<file path="src/rtl/add64_seq_112_pkg.sv">
// Shared definitions for the sequenced wide adder: FSM encoding, slice width
// and the operand-width legality rule.
package add64_seq_112_pkg;

  localparam int unsigned SLICE_W = 16;

  typedef enum logic [1:0] {
    ST_IDLE = 2'd0,
    ST_RUN  = 2'd1,
    ST_DONE = 2'd2
  } state_e;

  function automatic logic width_legal(input int unsigned w);
    return (w >= SLICE_W) && ((w % SLICE_W) == 0);
  endfunction

endpackage

</file>
<file path="src/rtl/add64_seq_112_cla16.sv">
// Shared 16-bit carry-lookahead slice. The block carry-out is left to the caller,
// which forms it from the group generate/propagate terms.
module cla16_112 (
  input  logic [15:0] a_i,
  input  logic [15:0] b_i,
  input  logic        c_i,
  output logic [15:0] s_o,
  output logic        gx_o,
  output logic        px_o
);

  logic [15:0] p;
  logic [15:0] g;
  logic [15:0] c;
  logic [3:0]  pg;
  logic [3:0]  gg;
  logic [3:0]  gc;

  always_comb begin
    p = a_i ^ b_i;
    g = a_i & b_i;
    for (int j = 0; j < 4; j++) begin
      pg[j] = &p[4*j +: 4];
      gg[j] = g[4*j+3] | (p[4*j+3] & g[4*j+2]) | (p[4*j+3] & p[4*j+2] & g[4*j+1]) |
              (p[4*j+3] & p[4*j+2] & p[4*j+1] & g[4*j]);
    end
    // Second-level lookahead gives each 4-bit group its carry-in directly.
    gc[0] = c_i;
    gc[1] = gg[0] | (pg[0] & c_i);
    gc[2] = gg[1] | (pg[1] & gg[0]) | (pg[1] & pg[0] & c_i);
    gc[3] = gg[2] | (pg[2] & gg[1]) | (pg[2] & pg[1] & gg[0]) | (pg[2] & pg[1] & pg[0] & c_i);
    for (int j = 0; j < 4; j++) begin
      c[4*j] = gc[j];
      for (int m = 1; m < 4; m++) begin
        c[4*j+m] = g[4*j+m-1] | (p[4*j+m-1] & c[4*j+m-1]);
      end
    end
    s_o  = p ^ c;
    gx_o = gg[3] | (pg[3] & gg[2]) | (pg[3] & pg[2] & gg[1]) | (pg[3] & pg[2] & pg[1] & gg[0]);
    px_o = &pg;
  end

endmodule

</file>
<file path="src/rtl/add64_seq_112.sv">
// Wide add/subtract built by stepping one shared 16-bit CLA across the operand,
// one slice per cycle, with the inter-slice carry held in a register.
module add64_seq_112
  import add64_seq_112_pkg::*;
#(
  parameter int unsigned WIDTH = 64
) (
  input  logic             clk,
  input  logic             rst,
  input  logic             start,
  input  logic             sub,
  input  logic             cin,
  input  logic [WIDTH-1:0] a,
  input  logic [WIDTH-1:0] b,
  output logic             ready,
  output logic             busy,
  output logic             done,
  output logic [WIDTH-1:0] sum,
  output logic             cout,
  output logic             ovf
);

  localparam int unsigned N      = WIDTH / SLICE_W;
  localparam int unsigned KW     = (N > 1) ? $clog2(N) : 1;
  localparam logic [KW-1:0] K_LAST = KW'(N - 1);

  if (!width_legal(WIDTH)) begin : g_width_check
    $error("add64_seq_112: WIDTH must be a multiple of 16 and at least 16");
  end

  state_e           state_q, state_d;
  logic [KW-1:0]    k_q, k_d;
  logic [WIDTH-1:0] a_q, a_d, b_q, b_d, sum_q, sum_d;
  logic             carry_q, carry_d, cout_q, cout_d, ovf_q, ovf_d;

  logic             accept;
  logic             last_slice;
  logic [KW+3:0]    slice_off;
  logic [15:0]      slice_a, slice_b, slice_s;
  logic             slice_gx, slice_px, slice_co;

  assign accept     = start & ready;
  assign last_slice = (k_q == K_LAST);
  assign slice_off  = {k_q, 4'd0};
  assign slice_a    = a_q[slice_off +: SLICE_W];
  assign slice_b    = b_q[slice_off +: SLICE_W];
  assign slice_co   = slice_gx | (slice_px & carry_q);

  cla16_112 u_cla (
    .a_i  (slice_a),
    .b_i  (slice_b),
    .c_i  (carry_q),
    .s_o  (slice_s),
    .gx_o (slice_gx),
    .px_o (slice_px)
  );

  always_ff @(posedge clk or posedge rst) begin
    if (rst) state_q <= ST_IDLE;
    else     state_q <= state_d;
  end

  always_comb begin
    state_d = state_q;
    case (state_q)
      ST_IDLE: state_d = start ? ST_RUN : ST_IDLE;
      ST_RUN:  state_d = last_slice ? ST_DONE : ST_RUN;
      ST_DONE: state_d = start ? ST_RUN : ST_IDLE;
      default: state_d = ST_IDLE;
    endcase
  end

  always_comb begin
    ready = 1'b0;
    busy  = 1'b0;
    done  = 1'b0;
    case (state_q)
      ST_IDLE: ready = 1'b1;
      ST_RUN:  busy  = 1'b1;
      ST_DONE: begin
        ready = 1'b1;
        done  = 1'b1;
      end
      default: ready = 1'b0;
    endcase
  end

  // Subtraction is folded in at accept: store ~b and force the carry-in to 1.
  always_comb begin
    a_d     = a_q;
    b_d     = b_q;
    k_d     = k_q;
    sum_d   = sum_q;
    carry_d = carry_q;
    cout_d  = cout_q;
    ovf_d   = ovf_q;
    if (accept) begin
      a_d     = a;
      b_d     = sub ? ~b : b;
      carry_d = sub ? 1'b1 : cin;
      k_d     = '0;
    end else if (state_q == ST_RUN) begin
      sum_d[slice_off +: SLICE_W] = slice_s;
      carry_d = slice_co;
      if (last_slice) begin
        cout_d = slice_co;
        ovf_d  = a_q[WIDTH-1] ^ b_q[WIDTH-1] ^ slice_s[SLICE_W-1] ^ slice_co;
      end else begin
        k_d = k_q + KW'(1);
      end
    end else begin
      k_d = k_q;
    end
  end

  always_ff @(posedge clk or posedge rst) begin
    if (rst) begin
      a_q     <= '0;
      b_q     <= '0;
      k_q     <= '0;
      sum_q   <= '0;
      carry_q <= 1'b0;
      cout_q  <= 1'b0;
      ovf_q   <= 1'b0;
    end else begin
      a_q     <= a_d;
      b_q     <= b_d;
      k_q     <= k_d;
      sum_q   <= sum_d;
      carry_q <= carry_d;
      cout_q  <= cout_d;
      ovf_q   <= ovf_d;
    end
  end

  assign sum  = sum_q;
  assign cout = cout_q;
  assign ovf  = ovf_q;

endmodule

</file>
<file path="config.mk">
export PLATFORM = sky130hd
export DESIGN_NAME = add64_seq_112
export DESIGN_NICKNAME = d
export VERILOG_FILES = /design/src/rtl/add64_seq_112_pkg.sv /design/src/rtl/add64_seq_112_cla16.sv /design/src/rtl/add64_seq_112.sv
export SDC_FILE = /design/constraint.sdc
export NUM_CORES = 1
export LEC_CHECK = 0
export CAP_MARGIN = 15
export CORE_ASPECT_RATIO = 1.5
export CORE_MARGIN = 3
export CORE_UTILIZATION = 48
export CTS_BUF_LIST = sky130_fd_sc_hd__clkbuf_8
export DETAILED_ROUTE_END_ITERATION = 16
export GPL_ROUTABILITY_DRIVEN = 0
export PLACE_DENSITY = 0.83
export SLEW_MARGIN = 10
export SYNTH_ARGS = -nofsm -noshare
export SYNTH_HDL_FRONTEND = slang
export SYNTH_SLANG_ARGS = --single-unit
</file>
<file path="constraint.sdc">
create_clock -name clk -period 6.9 [get_ports clk]
set_clock_uncertainty 0.05 [all_clocks]
set_input_delay 1.035 -clock clk [delete_from_list [all_inputs] [get_ports clk]]
set_output_delay 1.035 -clock clk [all_outputs]
set_load 0.05 [all_outputs]
</file>
; Word-level counts from Yosys, hierarchy flattened
; Index checks and enable logic that the tools add are counted.
[op_classes]
eq_ne = 4
n_shift = 4
addsub = 2
n_bitwise = 90
muxes = 14
n_reduce_logical = 11
[op_table]
columns = cell, n
row1 = 64-bit by 7-bit indexed part select with 16-bit output, 2
row2 = 64-bit bitwise mux, 1
row3 = 64-bit two-way mux, 1
row4 = 64-bit inverter, 1
row5 = "16-bit by 8-bit variable shift with 64-bit output, first input constant", 1
row6 = 16-bit by 8-bit indexed part select with 64-bit output, 1
row7 = 1-bit AND, 48
row8 = 1-bit bitwise OR, 34
row9 = 16-bit XOR, 2
row10 = 16-bit AND, 1
row11 = 16-bit AND reduction, 1
row12 = 4-bit AND reduction, 4
row13 = 2-bit two-way mux, 4
row14 = 6-bit negator with 8-bit output, 1
row15 = 1-bit two-way mux, 7
row16 = "2-bit == test, second input constant", 2
row17 = 2-bit case mux with 2 select lines, 1
row18 = 2-bit AND reduction, 2
row19 = 3-bit AND reduction, 1
row20 = 1-bit XOR, 3
row21 = "2-bit by 1-bit adder with 2-bit output, second input constant", 1
row22 = "2-bit by 1-bit == test with 1-bit output, second input constant", 1
row23 = 2-bit logical NOT, 1
row24 = "2-bit != test, second input constant", 1
row25 = 3 further kinds, 3
[totals]
input_bits = 133
out_inout_bits = 69
wordCells = 133
register_bits = 199

; Depth between registers and ports, before layout
[logic_depth]
depth_word = 19
depth_mapped = 18
depth_no_buf = 16

; Hierarchy
; Synthesis repeated with hierarchy kept, for this count alone.
[hier_totals]
hier_cells = 921
area_unflattened_um2 = 9649.3
[by_module_without_submodules]
columns = mod, n_inst, area_per_inst_um2, seq_area_each_um2, cells_per_inst
row1 = add64_seq_112, 1, 8926.1, 4979.8, 843
row2 = cla16_112, 1, 723.2, 0.0, 78

; Worst setup path before layout
; OpenSTA, ideal clock, no wires.
[synth_path]
kind = register to register
start = register k_q[0]
end = register ovf_q, in the netlist ovf
t_required_ns = 6.719
stages_incl_launch_ff = 19
synth_period_minus_slack_ns = 4.250
path_slack_ns = 2.650
setup_ns = 0.131
arrival_ns = 4.069
path_cell_list = dfrtp_1 buf_2 buf_2 mux4_2 ha_1 a21oi_1 o22ai_1 nor2_1 o21bai_1 a21oi_1 fa_1 fa_1 inv_1 fa_1 xnor2_1 xnor2_1 nor2_1 nand4_1 o211ai_1
[synth_between]
elab_chain_len = 19
elab_cells_between_ends = 70
classes_between = eq/ne: 1 / shift: 2 / bitwise: 61 / reduce/logical: 6
[synth_rtl]
columns = item, line
row1 = from (decl), add64_seq_112.sv:32  ; logic [KW-1:0] k_q, k_d;
row2 = from (signal assigned), add64_seq_112.sv:128  ; k_q <= k_d;
row3 = "64-bit by 7-bit indexed part select with 16-bit output, on equally long branches", "add64_seq_112.sv:45, add64_seq_112.sv:46"
row4 = 16-bit XOR or 16-bit AND (tied branches), "add64_seq_112_cla16.sv:20, add64_seq_112_cla16.sv:21"
row5 = "1-bit AND, on equally long branches", "add64_seq_112_cla16.sv:24, add64_seq_112_cla16.sv:25"
row6 = 1-bit bitwise OR (tied with other cells), add64_seq_112_cla16.sv:24  ; gg[j] = g[4*j+3] | (p[4*j+3] & g[4*j+2]) | (p[4*j+3] & p[4*j+2] & g[4*j+1]) |
row7 = 1-bit bitwise OR or 1-bit AND (tied branches), "add64_seq_112_cla16.sv:24, add64_seq_112_cla16.sv:25"
row8 = 1-bit bitwise OR, add64_seq_112_cla16.sv:24
row9 = 1-bit AND, add64_seq_112_cla16.sv:31  ; gc[3] = gg[2] | (pg[2] & gg[1]) | (pg[2] & pg[1] & gg[0]) | (pg[2] & pg[1] & pg[0] & c_i);
row10 = 1-bit bitwise OR (3 in a row), add64_seq_112_cla16.sv:31
row11 = 1-bit AND, add64_seq_112_cla16.sv:35  ; c[4*j+m] = g[4*j+m-1] | (p[4*j+m-1] & c[4*j+m-1]);
row12 = 1-bit bitwise OR, add64_seq_112_cla16.sv:35
row13 = 1-bit AND, add64_seq_112_cla16.sv:35
row14 = 1-bit bitwise OR, add64_seq_112_cla16.sv:35
row15 = 1-bit AND, add64_seq_112_cla16.sv:35
row16 = 1-bit bitwise OR, add64_seq_112_cla16.sv:35
row17 = 16-bit XOR, add64_seq_112_cla16.sv:38  ; s_o = p ^ c;
row18 = 1-bit XOR (2 in a row), add64_seq_112.sv:107  ; ovf_d = a_q[WIDTH-1] ^ b_q[WIDTH-1] ^ slice_s[SLICE_W-1] ^ slice_co;
row19 = to (signal assigned), add64_seq_112.sv:132  ; ovf_q <= ovf_d;
row20 = to (decl), add64_seq_112.sv:34  ; logic carry_q, carry_d, cout_q, cout_d, ovf_q, ovf_d;
; Parallel ways exist; a longest one is shown, timed or not.
; A chain may end at the register's enable or synchronous reset.

; Final worst setup path
; Ends and elaborated chain as after synthesis.

==> key figures <==
Setup path
  • CP startpoint kind: flip-flop
  • Cell family with most CP delay: adder cells
  • Critical Path AT: 4.89 ns
  • Crit path from: k_q[0]
  • Critical Path, Cell by Cell: buf_4, mux4_2, ha_1, a21oi_1, o21ai_0, a21oi_1, fa_1, fa_1, inv_1, fa_1, xnor2_1, xnor2_1, nor2_1, nand4_1, o211ai_1
  • Slowest-stage cell, CP: dfrtp_2
  • Reg2reg start: k_q[0]
  • Most frequent CP cell: fa_1
  • Reg2Reg Setup Slack: 2.32 ns
  • Critical Path End: ovf
  • CP bufs+invs: 2
  • Crit-path max FO: 23
  • Crit path capture type: flip-flop
  • FF-to-FF path depth: 15
  • Stages on worst setup path: 15
  • Max incr delay on CP: 0.74 ns
  • R2R Path End: ovf
  • CP Class: flip-flop to flip-flop
  • WP data required: 7.21 ns

Synthesis
  • Post-synth top area cell: dfrtp_1
  • Mean Syn Cell Area: 11.9 µm²
  • Distinct cells, synth: 36
  • Synthesized Nets: 958
  • Number of synthesis warnings: 0
  • Yosys reg bits: 199
  • Largest cells by area after synthesis: dfrtp_1 (53%), mux2_2 (7.7%), mux4_2 (7.7%)
  • Synthesized cell area: 9400 µm²
  • Register area share after synthesis: 53.0%
  • Synthesized instance count: 791
  • Synth top area share: 53.0%

Clock network
  • Post-CTS setup buffer count: 0
  • # H-tree levels: 4
  • Clock Tree Buf Depth: 2
  • CTS tree: built
  • Total CTS buffers: 17
  • Clk sinks: 199
  • Clock slew at reported path FFs: 0.10 ns
  • Post-CTS Resized: 0
  • CTS root buf: clkbuf_8
  • Hold-fix buffers, CTS: 0
  • Clk Latency, worst-skew pair: 0.45 ns

Drt
  • WL/cell: 17.7 µm
  • Remaining antenna violation count: 0
  • Vias: 6,457
  • Iter 0 DRT Violations: 472
  • Vias/cell: 5.22
  • Drt pass-1 iters: 5
  • Detailed Route WL: 21.9 mm
  • DRC viols: 0

Cells and area
  • Share of layout cells above drive strength 1: 15.2%
  • Layout net count: 1,136
  • Fillcell total: 1,511
  • Finished Core Util: 62.5%
  • FF+latch area: 4980 µm²
  • Multi-input gate area: 4090 µm²
  • Area delta synth->final: 27.5%

STA
  • Final Critical Period: 4.58 ns
  • Final Hold Fails: 0
  • Final TNS setup: 0 ns
  • Unrepaired setup endpoints after global routing: no
  • Worst setup margin: 2.32 ns
  • Fmax: 218 MHz
  • Slew Viols, Final: 0
  • Final period util: 66.4%
  • Max_slew headroom: 27.2%
  • Worst slew pin tran: 1.09 ns
  • Final setup vio count: 0

Global route
  • Vias in the first global route: 6,594
  • Largest net degree at the start of global routing: 198
  • GRT Overall Usage: 20.9%
  • Antenna violations before repair: 1
  • GRT overflow: 0
  • Global-route wire length before repair: 34.7 mm

Power
  • P per Cell Area: 525 nW/µm²
  • Power Total: 6.29 mW
  • Worst VDD drop: 0.243 mV
  • Leakage power: 5.06 nW

Floorplanning
  • Die Y: 177 µm
  • Initial Util: 49.1%
  • Chip width: 120 µm
  • Rows: 62
  • Core Region: 19,200 µm²
  • Total die area: 21,300 µm²
  • IO Count: 202

Min path
  • HP Class: flip-flop to flip-flop

Place
  • DP HPWL: 16.4 mm
  • Port Buf Inserts: 201
  • Pre-CTS setup slack: 2.29 ns

Run
  • Max Cap Viol: 0

Run status
  • Status: finished, final reports clean
==> report_power, final <==
group	internal, mW	leakage (nW)	switching, mW	total (mW)
Combinational	1.41	2.35	2.02	3.44
Sequential	1.67	2.51	0.372	2.04
Clock	0.398	0.208	0.413	0.811
==> worst min path at each step <==
stage | startpoint | to | slack [ns] | cells after the start
after floorplan | b_q[32] | b_q[32] | 0.39 | 2
after global placement | sum[7] | sum[7] | 0.41 | 2
after detailed placement | b_q[21] | b_q[21] | 0.42 | 2
after CTS | b_q[21] | b_q[21] | 0.44 | 2
after global routing | sum[42] | sum[42] | 0.47 | 2
final | b_q[21] | b_q[21] | 0.43 | 2
==> state kept, by name (all words and copies together), names as in the netlist <==
| register | cells |
|---|---|
| cout | 1 |
| carry_q | 1 |
| sum | 64 |
| k_q | 2 |
| ovf | 1 |
| b_q | 64 |
| state_q | 2 |
| a_q | 64 |
==> kinds of logic (layout without fill, tap and decap cells) <==
| kind of cell | count (synthesis) | after routing | synth area share, % |
|---|---|---|---|
| simple gates | 168 | 168 | 7.60 |
| fa+ha+maj | 34 | 34 | 5.48 |
| mux | 96 | 96 | 15.3 |
| compound gates | 147 | 147 | 8.39 |
| other cells | 0 | 1 | 0 |
| flops | 199 | 199 | 53.0 |
| xor+xnor | 70 | 70 | 6.52 |
| buf+inv | 77 | 266 | 3.69 |
==> stage by stage <==
stage / area, µm² / hold WS [ns] / cells
after floorplan: 9400 / 0.395 / 791
after global placement: 11500 / 0.410 / 1206
after detailed placement: 11500 / 0.416 / 1206
after CTS: 12000 / 0.440 / 1236
after global routing: 12000 / 0.470 / 1237
final: 12000 / 0.434 / 1237
==> cell usage after synthesis, drive strengths merged <==
master,number
a21oi,8
clkbuf,17
and4,2
nand3,6
nand4,5
mux4,32
o211ai,1
or3,2
inv,33
o221ai,1
dfrtp,199
nor2,6
o21bai,1
o21ai,133
and3,1
a31oi,1
nand2,142
xor2,3
and2b,1
fa,12
o2111ai,1
xnor2,67
o22ai,1
nand2b,3
buf,27
mux2,64
ha,22
==> layout by cell type (no fill, tap or decap), drive strengths merged, types with 5 or more instances in the layout <==
cell,n
mux4,32
o21ai,133
xnor2,67
nor2,6
dfrtp,199
a21oi,8
nand2,142
clkdlybuf4s50,200
clkbuf,17
mux2,64
nand4,5
nand3,6
inv,37
ha,22
fa,12
==> layer usage <==
layer | GRT usage, % | routed length (µm) | vias to the layer above
li1 | - | - | 3050
met1 | 27.2 | 8890 | 3152
met2 | 35.5 | 11400 | 214
met3 | 2.93 | 951 | 41
met4 | 8.13 | 600 | 0
met5 | 0 | 0 | -
==> worst register-to-register path: cells and delay by family, from the launching register on <==
kind | cells | cell delay (ns)
AOI/OAI and AO/OA | 4 | 0.60
xor gates and xnor gates | 2 | 0.60
adders and majority gates | 4 | 1.22
buffers and inverters | 2 | 0.52
DFF | 1 | 0.74
muxes | 1 | 0.57
and+or+nand+nor | 2 | 0.21
==> area by class of cell <==
type                            count  share of cell area [%]
Clock buffer                       17                    1.95
Multi-Input combinational cell    515                    34.1
Inverter                           33                    1.14
Antenna cell                        1                  0.0209
Tap cell                          256                    2.67
Clock inverter                     13                    1.64
Timing Repair Buffer              203                    16.9
Sequential cell                   199                    41.6
Power figures use the tool's default switching activity.
